--- src/rtl/dp_decode_if.sv ---
// dp_decode_if - instruction handshake between the fetch side and dp_decode.
//   instr        32  instruction word
//   instr_valid   1  instr is valid
//   instr_ready   1  dp_decode accepts instr this cycle
// master = instruction source, slave = dp_decode.
interface dp_decode_if;
   logic [31:0] instr;
   logic        instr_valid;
   logic        instr_ready;

   modport master (output instr, output instr_valid, input instr_ready);
   modport slave  (input instr, input instr_valid, output instr_ready);
endinterface

--- src/rtl/dp_decode.sv ---
// dp_decode - decode/sequencing stage for ARM-format data-processing instructions.
// Sequence: IDLE (accept) -> DECODE (read operands, check cond) -> EXEC (one-hot
// unit enable) -> WB (write Rd, update NZCV). One instruction per 4 cycles.
// Ports:
//   clk, rst                  clock, asynchronous active-high reset
//   ifc (dp_decode_if.slave)  instr / instr_valid / instr_ready handshake
//   rf_raddr_n/m, rf_rdata_n/m  register-file read port (combinational data)
//   IMM, S, Rn, Rm, imm_operand, imm_shift, stype  registered operand fields
//   carry_in, zero_in, neg_in current C/Z/N
//   en_inst                   one-hot ALU unit enable (EXEC only)
//   res_rd, res_carry/zero/neg/ovf  selected unit result, sampled in WB
//   rf_we, rf_waddr, rf_wdata write-back port (WB only)
//   flag_n/z/c/v              NZCV register
//   undef                     pulse while an illegal encoding sits in DECODE
//   busy                      not in IDLE
// Build option: define DP_DECODE_COND_EN to evaluate the condition field and
// reject cond=1111; otherwise every legal instruction executes as AL.
module dp_decode (
   input  logic        clk,
   input  logic        rst,
   dp_decode_if.slave  ifc,
   output logic [3:0]  rf_raddr_n,
   output logic [3:0]  rf_raddr_m,
   input  logic [31:0] rf_rdata_n,
   input  logic [31:0] rf_rdata_m,
   output logic        IMM,
   output logic        S,
   output logic [31:0] Rn,
   output logic [31:0] Rm,
   output logic [11:0] imm_operand,
   output logic [4:0]  imm_shift,
   output logic [1:0]  stype,
   output logic        carry_in,
   output logic        zero_in,
   output logic        neg_in,
   output logic [15:0] en_inst,
   input  logic [31:0] res_rd,
   input  logic        res_carry,
   input  logic        res_zero,
   input  logic        res_neg,
   input  logic        res_ovf,
   output logic        rf_we,
   output logic [3:0]  rf_waddr,
   output logic [31:0] rf_wdata,
   output logic        flag_n,
   output logic        flag_z,
   output logic        flag_c,
   output logic        flag_v,
   output logic        undef,
   output logic        busy
);

   typedef enum logic [1:0] {IDLE, DECODE, EXEC, WB} state_t;

   state_t      state;
   logic [25:0] ir;          // latched [25:0]; cond is kept separately
   logic        illegal_in;  // illegality of the word being offered
   logic        cond_pass;
   logic [3:0]  opcode;
   logic        is_cmp;      // TST/TEQ/CMP/CMN: flags only, no write-back
   logic        is_arith;    // opcodes whose V comes from the unit

   assign opcode   = ir[24:21];
   assign is_cmp   = (opcode[3:2] == 2'b10);
   assign is_arith = opcode inside {[4'd2:4'd7], 4'd10, 4'd11};

   assign ifc.instr_ready = (state == IDLE) && !rst;
   assign busy            = (state != IDLE);

   assign rf_raddr_n = ir[19:16];
   assign rf_raddr_m = ir[3:0];
   assign rf_waddr   = ir[15:12];
   assign rf_wdata   = res_rd;

   assign carry_in = flag_c;
   assign zero_in  = flag_z;
   assign neg_in   = flag_n;

`ifdef DP_DECODE_COND_EN
   logic [3:0] cond_r;

   always_comb begin
      illegal_in = (ifc.instr[27:26] != 2'b00) || (!ifc.instr[25] && ifc.instr[4])
                   || (ifc.instr[31:28] == 4'hF);
   end

   always_comb begin
      cond_pass = 1'b0;
      case (cond_r)
         4'h0: cond_pass = flag_z;
         4'h1: cond_pass = !flag_z;
         4'h2: cond_pass = flag_c;
         4'h3: cond_pass = !flag_c;
         4'h4: cond_pass = flag_n;
         4'h5: cond_pass = !flag_n;
         4'h6: cond_pass = flag_v;
         4'h7: cond_pass = !flag_v;
         4'h8: cond_pass = flag_c && !flag_z;
         4'h9: cond_pass = !flag_c || flag_z;
         4'hA: cond_pass = (flag_n == flag_v);
         4'hB: cond_pass = (flag_n != flag_v);
         4'hC: cond_pass = !flag_z && (flag_n == flag_v);
         4'hD: cond_pass = flag_z || (flag_n != flag_v);
         4'hE: cond_pass = 1'b1;
         default: cond_pass = 1'b0;  // 1111 never reaches here (illegal)
      endcase
   end

   always_ff @(posedge clk or posedge rst) begin
      if (rst)
         cond_r <= 4'h0;
      else if (state == IDLE && ifc.instr_valid)
         cond_r <= ifc.instr[31:28];
   end
`else
   logic unused_cond;
   assign unused_cond = ^ifc.instr[31:28];

   always_comb begin
      illegal_in = (ifc.instr[27:26] != 2'b00) || (!ifc.instr[25] && ifc.instr[4]);
   end

   assign cond_pass = 1'b1;
`endif

   always_ff @(posedge clk or posedge rst) begin
      if (rst) begin
         state       <= IDLE;
         ir          <= '0;
         undef       <= 1'b0;
         IMM         <= 1'b0;
         S           <= 1'b0;
         Rn          <= '0;
         Rm          <= '0;
         imm_operand <= '0;
         imm_shift   <= '0;
         stype       <= '0;
         en_inst     <= '0;
         rf_we       <= 1'b0;
         flag_n      <= 1'b0;
         flag_z      <= 1'b0;
         flag_c      <= 1'b0;
         flag_v      <= 1'b0;
      end else begin
         case (state)
            IDLE: begin
               undef <= 1'b0;
               if (ifc.instr_valid) begin
                  ir    <= ifc.instr[25:0];
                  // Legality is known at accept, so undef is already high in DECODE.
                  undef <= illegal_in;
                  state <= DECODE;
               end
            end
            DECODE: begin
               undef       <= 1'b0;
               Rn          <= rf_rdata_n;
               Rm          <= rf_rdata_m;
               IMM         <= ir[25];
               S           <= ir[20];
               imm_operand <= ir[11:0];
               imm_shift   <= ir[11:7];
               stype       <= ir[6:5];
               if (undef || !cond_pass) begin
                  state <= IDLE;
               end else begin
                  en_inst <= 16'd1 << opcode;
                  state   <= EXEC;
               end
            end
            EXEC: begin
               en_inst <= '0;
               rf_we   <= !is_cmp;
               state   <= WB;
            end
            WB: begin
               rf_we <= 1'b0;
               if (S || is_cmp) begin
                  flag_n <= res_neg;
                  flag_z <= res_zero;
                  flag_c <= res_carry;
                  if (is_arith)
                     flag_v <= res_ovf;
               end
               state <= IDLE;
            end
            default: state <= IDLE;
         endcase
      end
   end

endmodule

--- src/flat_wrapper.sv ---
// flat-port wrapper written by rule: the top's interface ports become plain ports
module dp_decode_flat 
  (clk, rst, rf_raddr_n, rf_raddr_m, rf_rdata_n, rf_rdata_m, IMM, S, Rn, Rm, imm_operand, imm_shift, stype, carry_in, zero_in, neg_in, en_inst, res_rd, res_carry, res_zero, res_neg, res_ovf, rf_we, rf_waddr, rf_wdata, flag_n, flag_z, flag_c, flag_v, undef, busy, ifc_instr, ifc_instr_valid, ifc_instr_ready);
  dp_decode_if ifc_i ();
  input  logic clk;
  input  logic rst;
  output logic [3:0] rf_raddr_n;
  output logic [3:0] rf_raddr_m;
  input  logic [31:0] rf_rdata_n;
  input  logic [31:0] rf_rdata_m;
  output logic IMM;
  output logic S;
  output logic [31:0] Rn;
  output logic [31:0] Rm;
  output logic [11:0] imm_operand;
  output logic [4:0] imm_shift;
  output logic [1:0] stype;
  output logic carry_in;
  output logic zero_in;
  output logic neg_in;
  output logic [15:0] en_inst;
  input  logic [31:0] res_rd;
  input  logic res_carry;
  input  logic res_zero;
  input  logic res_neg;
  input  logic res_ovf;
  output logic rf_we;
  output logic [3:0] rf_waddr;
  output logic [31:0] rf_wdata;
  output logic flag_n;
  output logic flag_z;
  output logic flag_c;
  output logic flag_v;
  output logic undef;
  output logic busy;
  input wire logic [$bits(ifc_i.instr)-1:0] ifc_instr;
  input wire logic [$bits(ifc_i.instr_valid)-1:0] ifc_instr_valid;
  output wire logic [$bits(ifc_i.instr_ready)-1:0] ifc_instr_ready;
  assign ifc_i.instr = ifc_instr;
  assign ifc_i.instr_valid = ifc_instr_valid;
  assign ifc_instr_ready = ifc_i.instr_ready;
  dp_decode u_core (.clk(clk), .rst(rst), .ifc(ifc_i), .rf_raddr_n(rf_raddr_n), .rf_raddr_m(rf_raddr_m), .rf_rdata_n(rf_rdata_n), .rf_rdata_m(rf_rdata_m), .IMM(IMM), .S(S), .Rn(Rn), .Rm(Rm), .imm_operand(imm_operand), .imm_shift(imm_shift), .stype(stype), .carry_in(carry_in), .zero_in(zero_in), .neg_in(neg_in), .en_inst(en_inst), .res_rd(res_rd), .res_carry(res_carry), .res_zero(res_zero), .res_neg(res_neg), .res_ovf(res_ovf), .rf_we(rf_we), .rf_waddr(rf_waddr), .rf_wdata(rf_wdata), .flag_n(flag_n), .flag_z(flag_z), .flag_c(flag_c), .flag_v(flag_v), .undef(undef), .busy(busy));
endmodule
--- config.mk ---
export PLATFORM = sky130hd
export DESIGN_NAME = dp_decode_flat
export DESIGN_NICKNAME = d
export VERILOG_FILES = /design/src/rtl/dp_decode_if.sv /design/src/rtl/dp_decode.sv /design/src/flat_wrapper.sv
export SDC_FILE = /design/constraint.sdc
export NUM_CORES = 1
export LEC_CHECK = 0
export CAP_MARGIN = 30
export CORE_MARGIN = 4
export CORE_UTILIZATION = 39
export DETAILED_ROUTE_END_ITERATION = 16
export PLACE_DENSITY = 0.79
export SYNTH_ARGS = -nofsm -noshare
export SYNTH_HDL_FRONTEND = slang
export SYNTH_SLANG_ARGS = --single-unit
--- constraint.sdc ---
create_clock -name clk -period 4.55 [get_ports clk]
set_input_delay 0.6825 -clock clk [delete_from_list [all_inputs] [get_ports clk]]
set_output_delay 0.6825 -clock clk [all_outputs]
set_load 0.02 [all_outputs]
Word-level counts from Yosys, hierarchy flattened
Cells that the tools add are included.

storage, ports and cells
  register bits = 135
  word-level logic and storage cells = 54
  output and inout port bits = 156
  input port bits = 135

cells by class
  reduce and logical (&&, ||, !) cells = 19
  order comparisons = 2
  equality and inequality tests = 8
  shift operators = 1
  muxes and demuxes = 8

operators with widths
  kind                                                                                 number
  16-bit one-hot mux with 2 select lines                                               1
  16-bit two-way mux                                                                   1
  1-bit by 4-bit left shift with 16-bit output, first input constant                   1
  2-bit nonzero test                                                                   5
  4-bit == test, second input constant                                                 2
  2-bit one-hot mux with 4 select lines                                                1
  2-bit == test, second input constant                                                 3
  2-bit AND reduction                                                                  3
  4-bit by 2-bit greater-or-equal comparator with 1-bit output, second input constant  1
  4-bit by 3-bit <= comparator with 1-bit output, second input constant                1
  2-bit two-way mux                                                                    2
  2-bit inequality test, second input constant                                         2
  1-bit one-hot mux with 2 select lines                                                2
  1-bit logical AND                                                                    3
  1-bit logical NOT                                                                    3
  3-bit AND reduction                                                                  1
  3-bit nonzero test                                                                   1
  2-bit by 1-bit == test with 1-bit output, second input constant                      1
  2-bit logical NOT                                                                    1
  1-bit logical OR                                                                     2
  1-bit two-way mux                                                                    1

Longest topological paths before layout
  depth in word-level cells = 5
  gate-level depth with buffers = 6

Worst setup path after synthesis
OpenSTA, ideal clock, no wires.

  path type = register to output
  start point = reg u_core.state[0]
  end point = out ifc_instr_ready
  path buffers = 1
  arrival time = 1.094 ns
  path slack = 2.773 ns
  required time = 3.868 ns
  cell stages (with the launch flop) = 4
  cell sequence = dfrtp_1 > buf_6 > or2_4 > nor2_1

between the ends
  word-level cells in the longest chain between the ends = 2

RTL lines
  what                    line                RTL
  start, declared         dp_decode.sv:55     state_t state;
  start signal, assigned  dp_decode.sv:128    state <= IDLE;
  start signal, assigned  dp_decode.sv:152    state <= DECODE;
  start signal, assigned  dp_decode.sv:165    state <= IDLE;
  2-bit logical NOT       dp_decode.sv:67     assign ifc.instr_ready = (state == IDLE) && !rst;
  1-bit logical AND       dp_decode.sv:67
  end, declared           flat_wrapper.sv:38  output wire logic [$bits(ifc_i.instr_ready)-1:0] ifc_instr_ready;

No other way between the ends.

Worst setup path after layout
Same ends and word-level chain as after synthesis.

==> impl_results.md <==
- Critical Path, Cell by Cell: or2_4 > nor2_1 > clkdlybuf4s50_1
- Peak supply drop: roughly 0.43 mV
- DRC viols: 0
- Share of power burned in registers: between 30 and 40%
- CTS Root Buffer Type: clkbuf_16
- Setup tns final: 0 ns
- Chip width: between 100 and 150 µm
- Pre-antenna DRT Iters: 4
- Largest net degree at the start of global routing: between 60 and 70
- Layout area overhead: 46.6%
- CTS tree: built
- Total Wirelength: roughly 12000 µm
- Outcome: complete, no violations
- Max FO, Critical Path: 11
- Clk pwr share: a little under a fifth
- Hold buffer count at cts: 0
- Yosys reg bits: about 130
- Worst-Skew Late Latency: roughly 0.4 ns
- Post-Layout Cell Count: 713
- Fin. max-slew vios: 0
- Setup WS pre-CTS: 1.99 ns
- Die area: 0.0157 mm²
- Mean Syn Cell Area: 15.4 µm²
- Int Pwr: between 4 and 5 mW
- Pleak: 3.32 nW
- Share of synthesized registers carrying an async set or reset: 100%
- Highest clock rate: approximately 380 MHz
- First-pass GRT wire length: 20300 µm
- PD cells: about 800 mW/mm²
- Cells after synthesis: 350
- Worst path top cell family by delay: buffers and inverters
- Ys Warns: 0
- TritonCTS Buffers: 17
- Post-synthesis cell type count: 25
- H-tree depth: 4
- Die Y-Extent: approximately 130 µm
- Prevailing post-synth register cell: dfrtp_1
- Worst setup margin: 1.93 ns
- Detailed Route Iter0 Violations: 134
- Rows: between 40 and 50
- NumNets Final: 661
- Gate power share: between 40% and 50%
- Slew margin rel.: around half
- Vias in the first global route: roughly 3700
- Hpwl dp: between 9000 and 10000 µm
- Arrival @ worst endpoint: between 1.5 and 2 ns
- N_diodes: 0
- HP Start: u_core.Rn[5]
- Initial core utilization: about two fifths
- Critical Path RT: a little under 4 ns
- Setup repair after global routing missed its margin: no
- Max clock buf depth: 2
- Switching share of power: around 34%
- Final Skew: 0.00527 ns
- Register area share after synthesis: 59.6%
- Min Tclk post-route: 2.62 ns
- Dpl cells: a little under 700
- Layout cells sized above 1: around a quarter
- Syn_nets: between 400 and 500
- GRT overflow: 0
- Total clock sinks: ~130
- Slew @ Worst Pin: about 0.77 ns
- Crit path capture type: output pin
- Port buffer count: between 200 and 250
- Post-CTS sizing: 0
- Gr usage total: 16.3%
- Max Cap Viol: 0
- HP Class: reg2reg
- # setup viols final: 0
- Setup crit start: u_core.state[0]
- ANT nets after route: 0
- Worst R2R Start: u_core.state[0]
- Setup bufs post-CTS: 0
- Final Cycle Share: a little under three fifths
- Final Hold Fails: 0
- Critical path class: reg2out
- Clock slew at reported path FFs: around 0.050 ns
- Vias: 3382
- GP Congestion: ~0.78
- CP max stage delay: about 0.61 ns
- # IOs: 291
- Worst setup SP type: flop
- Post-Syn Area: 0.00538 mm²
- Vias/cell: 4.74
- Post-synth EDFFs: 0
- Routed len/inst: roughly 17 µm
- Core ar.: 0.0133 mm²
- Initial antenna violation count: 0
- Net switching power: roughly 2.2 mW
- Slowest cell on crit path: clkdlybuf4s50_1
- Crit path buf inv count: 1
## area by class of cell
class	count	area (µm²)
clock buffers	24	472
clock inverters	6	60.1
fillers	1071	5470
inverters	5	21.3
multi-input cells	149	1620
flip-flops and latches	128	3200
well taps	176	220
repair buffers	225	2280
## through the flow
stage                     utilization, %  hold WS (ns)  instance area, µm²  power [mW]
final                               59.0         0.502                7880        6.34
after global routing                59.0         0.515                7880        6.68
after CTS                           59.0         0.502                7880        6.43
after detailed placement            55.1         0.490                7350        5.18
after global placement              54.9         0.485                7330        5.07
after floorplan                        -         0.475                5380        3.97
## state kept, by name, indices dropped and copies added, names as in the netlist, named ones only
signal              count
u_core.carry_in         1
u_core.IMM              1
u_core.flag_n           1
u_core.rf_we            1
u_core.stype            1
u_core.ir              26
u_core.en_inst         16
u_core.flag_v           1
u_core.Rm              32
u_core.Rn              32
u_core.undef            1
u_core.S                1
u_core.flag_z           1
u_core.imm_shift        5
u_core.state            1
u_core.imm_operand      6
## path summary, 6_finish.rpt
kind / endpoint / slack [ns] / cells past startpoint
max: ifc_instr_ready / 1.93 / 3
min: u_core.Rn[5] / 0.50 / 1
max reg2reg: u_core.Rm[21] / 2.54 / 4
min reg2reg: u_core.Rn[5] / 0.50 / 1
max in group asynchronous: u_core.Rn[27] / 2.93 / 3
min in group asynchronous: u_core.ir[19] / 0.79 / 2
## placed cells by master, fill, tap and decap left out, types with 2 or more instances in the layout
cell             Yosys  layout
clkbuf_1             0       5
nor2_1               7       7
dfrtp_1            128     128
a32o_1               2       2
mux2_2              89      89
o211ai_1             2       2
clkbuf_16            0      17
clkbuf_8             0       2
and4b_1              2       2
clkinvlp_4           0       2
a22o_1              15      15
clkdlybuf4s50_1      0     222
inv_1                5       4
buf_12               2       3
clkinv_2             0       3
mux2_4              19      19
## power groups by stage
stage | clock network (mW) | registers [mW] | logic (mW)
4_1_cts | 1.25 | 2.06 | 3.13
6_report | 1.21 | 2.05 | 3.08
3_5_place_dp | 0 | 2.07 | 3.11
2_1_floorplan | 0 | 2.51 | 1.47
3_3_place_gp | 0 | 2.03 | 3.04
5_1_grt | 1.30 | 2.13 | 3.25
## cell usage after synthesis, types with 2 or more instances
library cell | n | share of area (%)
nor2_1 | 7 | 0.49
buf_6 | 5 | 1.0
and4b_1 | 2 | 0.37
a22o_1 | 15 | 2.4
mux2_2 | 89 | 19
buf_12 | 2 | 0.74
a32o_1 | 2 | 0.37
buf_4 | 55 | 7.7
dfrtp_1 | 128 | 60
buf_2 | 6 | 0.56
inv_1 | 5 | 0.35
o211ai_1 | 2 | 0.28
mux2_4 | 19 | 5.3
nor2b_1 | 2 | 0.23
## worst register-to-register path, stage by stage (launching register included)
cell     delay [ns]
dfrtp_1        0.53
nor2b_4        0.43
buf_12         0.26
buf_12         0.27
mux2_2         0.39
## per-layer routing
metal / vias to the layer above / track usage, % / part of all wire [%]
met4: 0 / 5.99 / 1.5
met3: 22 / 6.74 / 8.4
met1: 1653 / 18.5 / 39
li1: 1528 / - / -
met2: 179 / 27.6 / 51
met5: - / 0 / 0
## cell families (layout without fill, tap and decap cells)
| family | Yosys count | after routing | share of synthesized area [%] |
|---|---|---|---|
| buffers and inverters | 73 | 260 | 10.4 |
| AND/OR/NAND/NOR | 18 | 18 | 2.44 |
| flip-flops | 128 | 128 | 59.6 |
| multiplexers | 108 | 108 | 23.9 |
| AO/OA/AOI/OAI | 23 | 23 | 3.65 |
Power figures use the tool's default switching activity.
==> RTL change 1 (same settings) <==
Build with the macro `DP_DECODE_COND_EN` defined.
--- a/src/rtl/dp_decode.sv
+++ b/src/rtl/dp_decode.sv
@@ -15,6 +15,8 @@
 //   busy                      not in IDLE
 // Build option: define DP_DECODE_COND_EN to evaluate the condition field and
 // reject cond=1111; otherwise every legal instruction executes as AL.
+`define DP_DECODE_COND_EN
+
 module dp_decode (
    input  logic        clk,
    input  logic        rst,
Formal check against the unedited RTL: not equivalent (Yosys sat finds a counterexample within 4 cycles, from zero or initial values and one cycle with rst high).
==> RTL change 1 against the original RTL <==
Synthesized cell count increased by 67%; worst setup slack got worse by 0.17 ns; via count increased by 31%; combinational power decreased by 2%; power increased by 3.3%; cell area increased by 6.4%; sequential cell count increased by 4; wire length increased by 16%; synthesized area increased by 7.3%; largest power group unchanged.
==> RTL change 1: results (changes against the original RTL) <==
metric,value,unit,change
status,completed,,unchanged
Port Buffers,226,,was 222
DRT iter0 DRCs,131,,was 134
clock skew,0.005629,ns,was 0.005266 ns
CP arrival,2.11,ns,was 1.94 ns
first-pass GRT wire length,22430,µm,was 20260 µm
Filler cells,1242,,was 1071
GRT Overall Usage,17.00,%,was 16.28%
Static Leakage,3.928,nW,was 3.317 nW
worst-path fanout max,8,,was 11
largest registers,"u_core.Rm x32, u_core.Rn x32, u_core.ir x26",,unchanged
Hold Path Origin,u_core.ir[25]$_DFFE_PP0P_,,was u_core.Rn[5]$_DFFE_PP0P_
gpl congestion,0.7696,,was 0.7759
vias in the first global route,4533,,was 3747
DR vias/cell,4.671,,was 4.743
postcts setup bufs,0,,unchanged
total routed wirelength,14360,µm,was 12360 µm
VDD IR-drop max,0.3367,mV,was 0.4280 mV
hpwl dp,10250,µm,was 9277 µm
Max Clock Freq,0.3587,GHz,was 0.3819 GHz
nets,888,,was 661
max_slew headroom,38.75,%,was 48.65%
post-synth cell types,33,,was 25
Commonest cells post-synth,"259 x nand2_1, 132 x dfrtp_1, 55 x buf_4",,"was 128 x dfrtp_1, 89 x mux2_2, 55 x buf_4"
layout cells sized above 1,9.804,%,was 26.63%
most area-consuming cells after synthesis,"dfrtp_1 57%, nand2_1 17%, buf_4 7.2%",,"was dfrtp_1 60%, mux2_2 19%, buf_4 7.7%"
syn_nets,721,,was 485
largest net degree at the start of global routing,84,,was 67
"Seq/Total Area, Yosys",57.24,%,was 59.58%
-- RTL change 1: cell families after synthesis --
group | after synthesis | share of synthesized area, %
flip-flops | 132 | 57.24
AO/OA/AOI/OAI | 11 | 1.735
AND/OR/NAND/NOR | 300 | 20.82
XOR/XNOR | 5 | 0.7589
multiplexers | 50 | 9.389
buffers and inverters | 88 | 10.06
-- RTL change 1: layout make-up --
| type | instances | area share (%) |
|---|---|---|
| clock inverter | 9 | 1.522 |
| sequential | 132 | 39.39 |
| inverter | 4 | 0.2387 |
| timing repair buffer | 232 | 27.75 |
| multi-input combinational | 366 | 22.71 |
| tap | 184 | 2.745 |
| clock buffer | 22 | 5.654 |
-- RTL change 1: worst max-delay path: stages, from the launching register on --
cell and delay (ns):
dfrtp_1 0.47, or2_2 0.38, nor2_1 0.20, clkdlybuf4s50_1 0.65
-- RTL change 1: final timing paths --
check	to	slack, ns	depth (start not counted)
hold / removal	u_core.IMM$_DFFE_PP0P_	0.46	2
hold reg to reg	u_core.IMM$_DFFE_PP0P_	0.46	2
max in group asynchronous	u_core.imm_shift[0]$_DFFE_PP0P_	2.95	4
setup reg to reg	u_core.en_inst[2]$_DFFE_PP0P_	2.18	6
setup / recovery	ifc_instr_ready	1.76	3
min in group asynchronous	u_core.en_inst[1]$_DFFE_PP0P_	0.68	2
-- RTL change 1: through the flow --
stage	setup slack, ns	instances	power [mW]	hold WS, ns	cell area (µm²)
floorplan	0.3415	586	3.991	0.4348	5771
global placement	1.758	917	5.156	0.4496	7757
detailed placement	1.779	918	5.214	0.4492	7785
CTS	1.713	949	6.629	0.4692	8387
global route	1.674	949	6.968	0.4899	8387
finish	1.762	949	6.548	0.4624	8387
-- RTL change 1: report_power, final --
| part | internal (mW) | total, mW | leakage [nW] | switching [mW] |
|---|---|---|---|---|
| logic | 1.43 | 3.01 | 2.01 | 1.59 |
| clock network | 0.899 | 1.38 | 0.288 | 0.485 |
| registers | 1.74 | 2.15 | 1.63 | 0.416 |
| total | 4.06 | 6.55 | 3.93 | 2.49 |
-- RTL change 1: routing by layer --
| layer | GRT usage (%) | routed length [µm] |
|---|---|---|
| met1 | 21.21 | 6058 |
| met3 | 6.513 | 1203 |
| met5 | 0 | 0 |
| met4 | 6.724 | 265 |
| met2 | 26.75 | 6837 |
==> RTL change 2 (same settings) <==
Without the edit above. Encoding of `state_t`: now one-hot (4 bits for 4 states).
--- a/src/rtl/dp_decode.sv
+++ b/src/rtl/dp_decode.sv
@@ -50,7 +50,7 @@
    output logic        busy
 );
 
-   typedef enum logic [1:0] {IDLE, DECODE, EXEC, WB} state_t;
+   typedef enum logic [3:0] {IDLE = 4'b0001, DECODE = 4'b0010, EXEC = 4'b0100, WB = 4'b1000} state_t;
 
    state_t      state;
    logic [25:0] ir;          // latched [25:0]; cond is kept separately
Formal check against the unedited RTL: same outputs for any inputs over 10 cycles, from zero or initial values and one cycle with rst high; not proved beyond that.
==> RTL change 2 against the original RTL <==
Cell area is 3.5% higher; wire length is 4.7% higher; worst setup slack worse by 0.36 ns; first-iteration DRC count is 28% lower; maximum frequency is 12% lower; count of clock-buffer cells in the layout is 4 higher; power is 1.7% higher; die area is 2.3% higher; synthesized area is 2.5% higher; sequential cell count is 2 higher; critical endpoint unchanged.
==> RTL change 2: results (changes against the original RTL) <==
metric,value,unit,change
GRT Overall Usage,16.29,%,was 16.28%
most area-consuming cells after synthesis,"dfrtp_1 59%, mux2_2 23%, buf_4 7.4%",,"was dfrtp_1 60%, mux2_2 19%, buf_4 7.7%"
worst hold path depth,1,,unchanged
yosys warns,0,,unchanged
hpwl dp,9458,µm,was 9277 µm
vias in the first global route,3924,,was 3747
post-synth cell types,30,,was 25
total routed wirelength,12940,µm,was 12360 µm
routed wirelength normalized by instance count,17.47,µm,was 17.34 µm
VDD IR-drop max,0.4114,mV,was 0.4280 mV
Inst Count DP,709,,was 683
actual slew at the worst max-slew pin,0.9812,ns,was 0.7702 ns
nets,684,,was 661
Filler cells,1093,,was 1071
clock tree buffer depth,2,,unchanged
PD cells,790.2,nW/µm²,was 804.2 nW/µm²
"Seq/Total Area, Yosys",59.07,%,was 59.58%
worst-path fanout max,5,,was 11
Static Leakage,3.470,nW,was 3.317 nW
Place WS,1.940,ns,was 1.988 ns
Hold Path Origin,u_core.ir[11]$_DFFE_PP0P_,,was u_core.Rn[5]$_DFFE_PP0P_
status,completed,,unchanged
layout cells sized above 1,29.06,%,was 26.63%
DR vias/cell,4.775,,was 4.743
Post-CTS Resized,0,,unchanged
CP arrival,2.30,ns,was 1.94 ns
Worst Setup SP,u_core.state[0]$_DFFE_PP1P_,,was u_core.state[0]$_DFFE_PP0P_
syn_nets,507,,was 485
synthesized netlist cell count,372,,was 350
Commonest cells post-synth,"129 x dfrtp_1, 114 x mux2_2, 54 x buf_4",,"was 128 x dfrtp_1, 89 x mux2_2, 55 x buf_4"
H-tree depth,4,,unchanged
largest net degree at the start of global routing,113,,was 67
clock skew,0.01104,ns,was 0.005266 ns
first-pass GRT wire length,20490,µm,was 20260 µm
placed cell areas,7502,µm²,was 7350 µm²
Hold Crit Class,reg -> reg,,unchanged
gpl congestion,0.7538,,was 0.7759
Worst path slowest cell,clkdlybuf4s50_1,,unchanged
DRT iter0 DRCs,97,,was 134
reg2reg start,u_core.state[2]$_DFFE_PP0P_,,was u_core.state[0]$_DFFE_PP0P_
postcts setup bufs,0,,unchanged
Reg2Reg Depth,3,,was 4
RTL change 2: routing by layer:
metal	track usage, %	up-vias	part of all wire (%)
li1	-	1593	-
met1	17.79	1726	36
met2	27.27	172	51
met3	6.653	47	9.0
met4	8.328	0	3.6
met5	0	-	0
RTL change 2: path summary, 6_finish.rpt:
check | endpoint | slack, ns
min reg2reg | u_core.ir[11]$_DFFE_PP0P_ | 0.50
min | u_core.ir[11]$_DFFE_PP0P_ | 0.50
max in group asynchronous | u_core.Rm[9]$_DFFE_PP0N_ | 2.98
max reg2reg | u_core.en_inst[6]$_DFFE_PP0P_ | 2.30
max | ifc_instr_ready | 1.57
min in group asynchronous | u_core.en_inst[7]$_DFFE_PP0P_ | 0.60
RTL change 2: area by class of cell:
class,instances,share of cell area [%]
sequential,130,39.90
inverter,4,0.2454
clock inverter,3,1.104
clock buffer,28,6.581
timing repair buffer,226,27.86
tap,180,2.761
multi-input combinational,170,21.55
RTL change 2: kinds of logic (layout without fill, tap and decap cells):
family | Yosys count | after routing | synth area share [%]
AO/OA/AOI/OAI | 8 | 8 | 1.249
multiplexers | 124 | 124 | 26.03
buffers and inverters | 72 | 261 | 9.130
flip-flops | 130 | 130 | 59.07
AND/OR/NAND/NOR | 38 | 38 | 4.520
RTL change 2: power by group:
part | leakage (nW) | internal (mW) | switching [mW]
sequential | 1.58 | 1.73 | 0.346
combinational | 1.58 | 1.61 | 1.33
clock | 0.307 | 0.963 | 0.460
RTL change 2: critical path, delay by kind of cell, from the launching register on:
family / cells / cell delay, ns
and+or+nand+nor: 2 / 0.53
buffers and inverters: 2 / 0.78
DFF: 1 / 0.58
